**src/rtl/tdc_run_sequencer.sv**
```systemverilog
// tdc_run_sequencer
//   Runs a series of TDC measurements. Each measurement holds the TDC in reset
//   for SETTLE cycles, then arms it and waits for its done strobe. The stamp is
//   captured into a first-word-fall-through FIFO, and the TDC is re-armed until
//   the requested number of measurements is reached. If an armed measurement
//   sees no done within TIMEOUT cycles, it is abandoned and retried.
//
// Ports
//   clk0        single clock
//   iRst        synchronous active-high reset (also flushes the FIFO)
//   iStart      begin a run (honoured only while idle)
//   iStop       abort the current run
//   iNumMeas    measurements per run, latched on iStart (0 = continuous)
//   oTdcRst     TDC reset
//   oTdcEnable  TDC enable
//   iTdcDone    TDC done strobe
//   iTdcData    TDC stamp, valid with iTdcDone
//   oData       FIFO head word
//   oValid      FIFO not empty
//   iReady      consumer accepts oData when oValid & iReady
//   oBusy       run in progress
//   oCount      measurements captured this run (saturating)
//   oTimeout    sticky: at least one timeout this run
//   oOverflow   sticky: at least one stamp dropped because the FIFO was full
module tdc_run_sequencer #(
    parameter int unsigned DIG_OUT    = 32,
    parameter int unsigned FIFO_DEPTH = 8,
    parameter int unsigned SETTLE     = 4,
    parameter int unsigned TIMEOUT    = 4096
) (
    input  logic               clk0,
    input  logic               iRst,
    input  logic               iStart,
    input  logic               iStop,
    input  logic [15:0]        iNumMeas,
    output logic               oTdcRst,
    output logic               oTdcEnable,
    input  logic               iTdcDone,
    input  logic [DIG_OUT-1:0] iTdcData,
    output logic [DIG_OUT-1:0] oData,
    output logic               oValid,
    input  logic               iReady,
    output logic               oBusy,
    output logic [15:0]        oCount,
    output logic               oTimeout,
    output logic               oOverflow
);
    localparam int unsigned AW   = $clog2(FIFO_DEPTH);
    localparam int unsigned TMAX = (SETTLE > TIMEOUT) ? SETTLE : TIMEOUT;
    localparam int unsigned CW   = $clog2(TMAX);

    typedef enum logic [1:0] {S_IDLE, S_CLEAR, S_ARM} state_t;

    state_t              r_state, w_state_next;
    logic [CW-1:0]       r_tmr;
    logic [15:0]         r_num, r_count, w_count_inc;
    logic                r_tdc_rst, r_tdc_en, r_busy, r_tmo, r_ovf;
    logic                w_start, w_push, w_tmo;

    logic [DIG_OUT-1:0]  r_mem [FIFO_DEPTH];
    logic [DIG_OUT-1:0]  r_data, w_head;
    logic [AW:0]         r_wr, r_rd, w_wr_next, w_rd_next;
    logic                r_valid, w_full, w_pop, w_wr_en;

    assign w_count_inc = (r_count == 16'hFFFF) ? r_count : r_count + 16'd1;

    always_comb begin
        w_state_next = r_state;
        w_start      = 1'b0;
        w_push       = 1'b0;
        w_tmo        = 1'b0;
        case (r_state)
            S_IDLE: begin
                if (iStart && !iStop) begin
                    w_start      = 1'b1;
                    w_state_next = S_CLEAR;
                end
            end
            S_CLEAR: begin
                if (iStop)
                    w_state_next = S_IDLE;
                else if (r_tmr == CW'(SETTLE - 1))
                    w_state_next = S_ARM;
            end
            S_ARM: begin
                // A done that coincides with iStop is still captured.
                if (iTdcDone) begin
                    w_push = 1'b1;
                    if (iStop || (r_num != 16'd0 && w_count_inc == r_num))
                        w_state_next = S_IDLE;
                    else
                        w_state_next = S_CLEAR;
                end else if (iStop) begin
                    w_state_next = S_IDLE;
                end else if (r_tmr == CW'(TIMEOUT - 1)) begin
                    w_tmo        = 1'b1;
                    w_state_next = S_CLEAR;
                end
            end
            default: w_state_next = S_IDLE;
        endcase
    end

    // FIFO bookkeeping. A push into a full FIFO is accepted only when a pop
    // frees a slot in the same cycle.
    assign w_full    = (r_wr[AW] != r_rd[AW]) && (r_wr[AW-1:0] == r_rd[AW-1:0]);
    assign w_pop     = r_valid && iReady;
    assign w_wr_en   = w_push && (!w_full || w_pop);
    assign w_rd_next = r_rd + (AW+1)'(w_pop);
    assign w_wr_next = r_wr + (AW+1)'(w_wr_en);
    // The head is registered. When the word being written lands on the next
    // read slot, it becomes the head directly.
    assign w_head    = (w_wr_en && (w_rd_next[AW-1:0] == r_wr[AW-1:0]))
                       ? iTdcData : r_mem[w_rd_next[AW-1:0]];

    always_ff @(posedge clk0) begin
        if (w_wr_en)
            r_mem[r_wr[AW-1:0]] <= iTdcData;
    end

    always_ff @(posedge clk0) begin
        if (iRst) begin
            r_state   <= S_IDLE;
            r_tmr     <= '0;
            r_num     <= '0;
            r_count   <= '0;
            r_tdc_rst <= 1'b1;
            r_tdc_en  <= 1'b0;
            r_busy    <= 1'b0;
            r_tmo     <= 1'b0;
            r_ovf     <= 1'b0;
            r_wr      <= '0;
            r_rd      <= '0;
            r_valid   <= 1'b0;
            r_data    <= '0;
        end else begin
            r_state   <= w_state_next;
            r_tmr     <= (w_state_next != r_state || w_state_next == S_IDLE)
                         ? '0 : r_tmr + CW'(1);
            r_tdc_rst <= (w_state_next != S_ARM);
            r_tdc_en  <= (w_state_next == S_ARM);
            r_busy    <= (w_state_next != S_IDLE);
            if (w_start) begin
                r_num   <= iNumMeas;
                r_count <= '0;
                r_tmo   <= 1'b0;
                r_ovf   <= 1'b0;
            end else begin
                if (w_push)
                    r_count <= w_count_inc;
                if (w_tmo)
                    r_tmo <= 1'b1;
                if (w_push && w_full && !w_pop)
                    r_ovf <= 1'b1;
            end
            r_wr    <= w_wr_next;
            r_rd    <= w_rd_next;
            r_valid <= (w_wr_next != w_rd_next);
            if (w_wr_next != w_rd_next)
                r_data <= w_head;
        end
    end

    assign oTdcRst    = r_tdc_rst;
    assign oTdcEnable = r_tdc_en;
    assign oBusy      = r_busy;
    assign oCount     = r_count;
    assign oTimeout   = r_tmo;
    assign oOverflow  = r_ovf;
    assign oValid     = r_valid;
    assign oData      = r_data;

endmodule

```
**config.mk**
```make
export PLATFORM = sky130hd
export DESIGN_NAME = tdc_run_sequencer
export DESIGN_NICKNAME = d
export VERILOG_FILES = /design/src/rtl/tdc_run_sequencer.sv
export SDC_FILE = /design/constraint.sdc
export NUM_CORES = 1
export LEC_CHECK = 0
export CORE_MARGIN = 5
export CORE_UTILIZATION = 35
export CTS_CLUSTER_DIAMETER = 80
export CTS_CLUSTER_SIZE = 25
export DETAILED_ROUTE_END_ITERATION = 10
export GPL_TIMING_DRIVEN = 0
export SETUP_SLACK_MARGIN = 0.2
export SKIP_CTS_REPAIR_TIMING = 1
export SLEW_MARGIN = 20
export SYNTH_ARGS = -nofsm -noshare
export SYNTH_HDL_FRONTEND = slang
export SYNTH_SLANG_ARGS = --single-unit
export TNS_END_PERCENT = 1
```
**constraint.sdc**
```tcl
create_clock -name clk0 -period 3.7 [get_ports clk0]
set_input_delay 0.74 -clock clk0 [delete_from_list [all_inputs] [get_ports clk0]]
set_output_delay 0.74 -clock clk0 [all_outputs]
set_load 0.01 [all_outputs]
```
==> results.md <==
* Hold_ws at 0.455 ns
* Crit share post-route at 0.919
* Switching share of power at 0.218
* Kind of critical path: in2reg
* Final setup fails at 0
* Most frequent cells in the layout: 256 x edfxtp_1, 117 x nand2_1, 106 x clkdlybuf4s50_1
* Initial antenna violation count at 1
* Layout cells sized above 1 at 0.143
* Clk sinks at 348
* Most used cell along the critical path: nand2_1
* CTS tree: done
* Worst Skew at 0.0306 ns
* Worst-Skew Late Latency at 0.56 ns
* Post-Syn Area at 14200 sq um
* Worst EP arrival at 3.85 ns
* Worst rel slew slack at 0.340
* Number of synthesized register bits at about 350
* FF-to-FF setup slack at 0.39 ns
* Yosys top cell area share at 0.541
* Core area at between 40000 and 50000 sq um
* H-tree levels at 1
* Crit-path cells: clkdlybuf4s50_1 > nand2_1 > a21oi_2 > ha_1 > nand3_1 > xor2_1 > xnor2_1 > and4_1 > clkbuf_1 > buf_2 > nand2_1 > a21oi_1
* Height of the die at between 200 and 250 microns
* Worst Max-Slew Pin Slew at 0.990 ns
* Num rows at between 70 and 80
* Nets at ~1200
* I/O Pins at between 100 and 150
* Synth area leaders: edfxtp_1 54%, dfxtp_1 13%, mux4_2 10%
* Hpwl dp at around 23000 microns
* Drt first pass iters at 5
* Reg area at approximately 9500 sq um
* Unique cell type count in the Yosys netlist at 51
* Leakage power at 5.32 nW
* Grt ovf at 0
* Root Driver: clkbuf_16
* Multi-input logic area at 4510 sq um
* Async set-or-reset flop fraction in the synthesized netlist at 0
* First-pass GRT wire length at 53100 microns
* Fin util at 0.427
* Setup slack at placement at -0.662 ns
* Max stage delay on crit path at 0.59 ns
* Final Hold Vio Count at 0
* PwrDens at 420 nW/um^2
* Cells after DPL at roughly 1600
* Final worst slack at 0.298 ns
* Die area at 44800 sq um
* Reg power frac at 0.585
* Placer Congestion at 0.890
* Vias in the first global route at 8783
* Clk network pwr share at 0.391
* DRT iter0 DRCs at 580
* Antenna Cells at 0
* Most common cell after layout, fill and taps aside: edfxtp_1
* Post-synth top area cell: edfxtp_1
* Largest net degree at the start of global routing at 27
* Synth-to-Final Area Change at 20.2%
* Yosys warnings at 0
* Die Width at 212 microns
* Post-synth top flop: edfxtp_1
* CTS Buf Count at 25
* Routed wire length at 34600 microns
* Clock buffer depth at 3
* Cell-internal power at 5.61 mW
* CP Max Fanout at 10
* Status: complete, no violations
* Total track usage at 0.152
* EDFF count, synth at 256
* Placed cell areas at 16200 sq um
* Via/cell ratio at 5.23
* DRC at 0
* Avg Cell Area, Syn at 14.7 sq um
* HP Class: reg2reg
* Unrepaired setup endpoints after global routing: true
* Vias at 8651
* IO Port Bufs at 106
* Mapped Cells at 967
* Min Clock Period, post-route at ~3.4 ns
* Antenna Nets Post-Route at 0
* Crit path launch type: primary input
* Drt wl/cell at 20.9 microns
* Post-Syn Nets at approximately 1000
* Max Clk Rate at between 200 and 300 MHz
* Critical Path Sink Type: flop
* Post-synthesis sequential area ratio at 0.670
* Design area at 17100 sq um
* Switching pwr at 1.56 mW
* Final Non-Filler Cells at 1655
* CP max-delay cell: clkdlybuf4s50_1
* Starting Density at 0.356
* Clock Pin Slew Worst Setup and Hold Paths at 0.06 ns
* Fin. max-slew vios at 0
* CP Data Required Time at 4.15 ns
* Max cap viols at 0
* Gate power share at 0.024
* Fillers at 3678
* Peak supply drop at 341 uV
flip-flops by register name (all words and copies together) (netlist names), 2 cells and up:
signal and flops:
oCount 16, oData 32, r_mem 256, r_num 16, r_rd 4, r_state 2, r_tmr 12, r_wr 4
path summary, 6_finish.rpt:
| check | start | endpoint | depth (start not counted) |
|---|---|---|---|
| worst max-delay path | iTdcDone | oData[26] | 12 |
| worst min-delay path | oData[25] | oData[25] | 2 |
| worst max register to register | r_state[1] | oData[26] | 12 |
| worst min register to register | oData[25] | oData[25] | 2 |
worst max-delay path: cells and delay by family:
family / cells / cell delay, ns
fa+ha+maj: 1 / 0.25
buf+inv: 3 / 1.19
compound gates: 2 / 0.47
xor+xnor: 2 / 0.48
simple gates: 4 / 0.71
power by group through the flow:
stage	logic (mW)	clock network [mW]	registers (mW)
after detailed placement	0.175	0	4.28
after global routing	0.191	3.02	4.20
after floorplan	0.0521	0	4.28
after global placement	0.171	0	4.28
final	0.175	2.80	4.20
after CTS	0.175	2.88	4.20
metrics by stage:
step	total power [mW]	setup TNS [ns]
floorplan	4.33	-8.82
global placement	4.46	-525.66
detailed placement	4.46	-21.65
CTS	7.25	-2.66
global route	7.41	0
finish	7.17	0
synth_stat cells, types with 8 or more instances:
master	instances
nand2_1	117
nand2b_1	8
dfxtp_1	92
nor4_1	12
a21oi_1	59
mux4_2	64
mux2i_1	40
xnor2_1	26
nor2_1	52
edfxtp_1	256
nand4_1	15
buf_2	9
o211ai_1	33
inv_1	9
nor3_1	18
nand3_1	15
xor2_1	24
clkbuf_1	45
routing by layer:
metal / GRT usage / part of all wire / routed length [microns] / up-vias
li1: - / - / - / 3980
met1: 0.212 / 0.44 / 15100 / 4374
met2: 0.252 / 0.48 / 16700 / 250
met3: 0.0277 / 0.062 / 2150 / 45
met4: 0.0322 / 0.020 / 698 / 2
met5: 0 / 0.00038 / 13 / -
layout make-up:
cell class | count | share of cell area
flip-flops and latches | 348 | 0.557
repair buffers | 118 | 0.0753
plain buffers | 60 | 0.0157
inverters | 9 | 0.00198
clock buffers | 35 | 0.0394
clock inverters | 10 | 0.00805
well taps | 525 | 0.0384
multi-input cells | 550 | 0.264
logic make-up (layout without fill, tap and decap cells):
kind of cell,after synthesis,in the layout,synth area share
AO/OA/AOI/OAI,119,119,0.0539
XOR/XNOR,50,50,0.0308
adder cells (fa/ha/maj),6,6,0.00528
buffers and inverters,69,232,0.0195
flip-flops,348,348,0.670
multiplexers,105,105,0.130
AND/OR/NAND/NOR,270,270,0.0902
(Power assumes the default switching activity.)
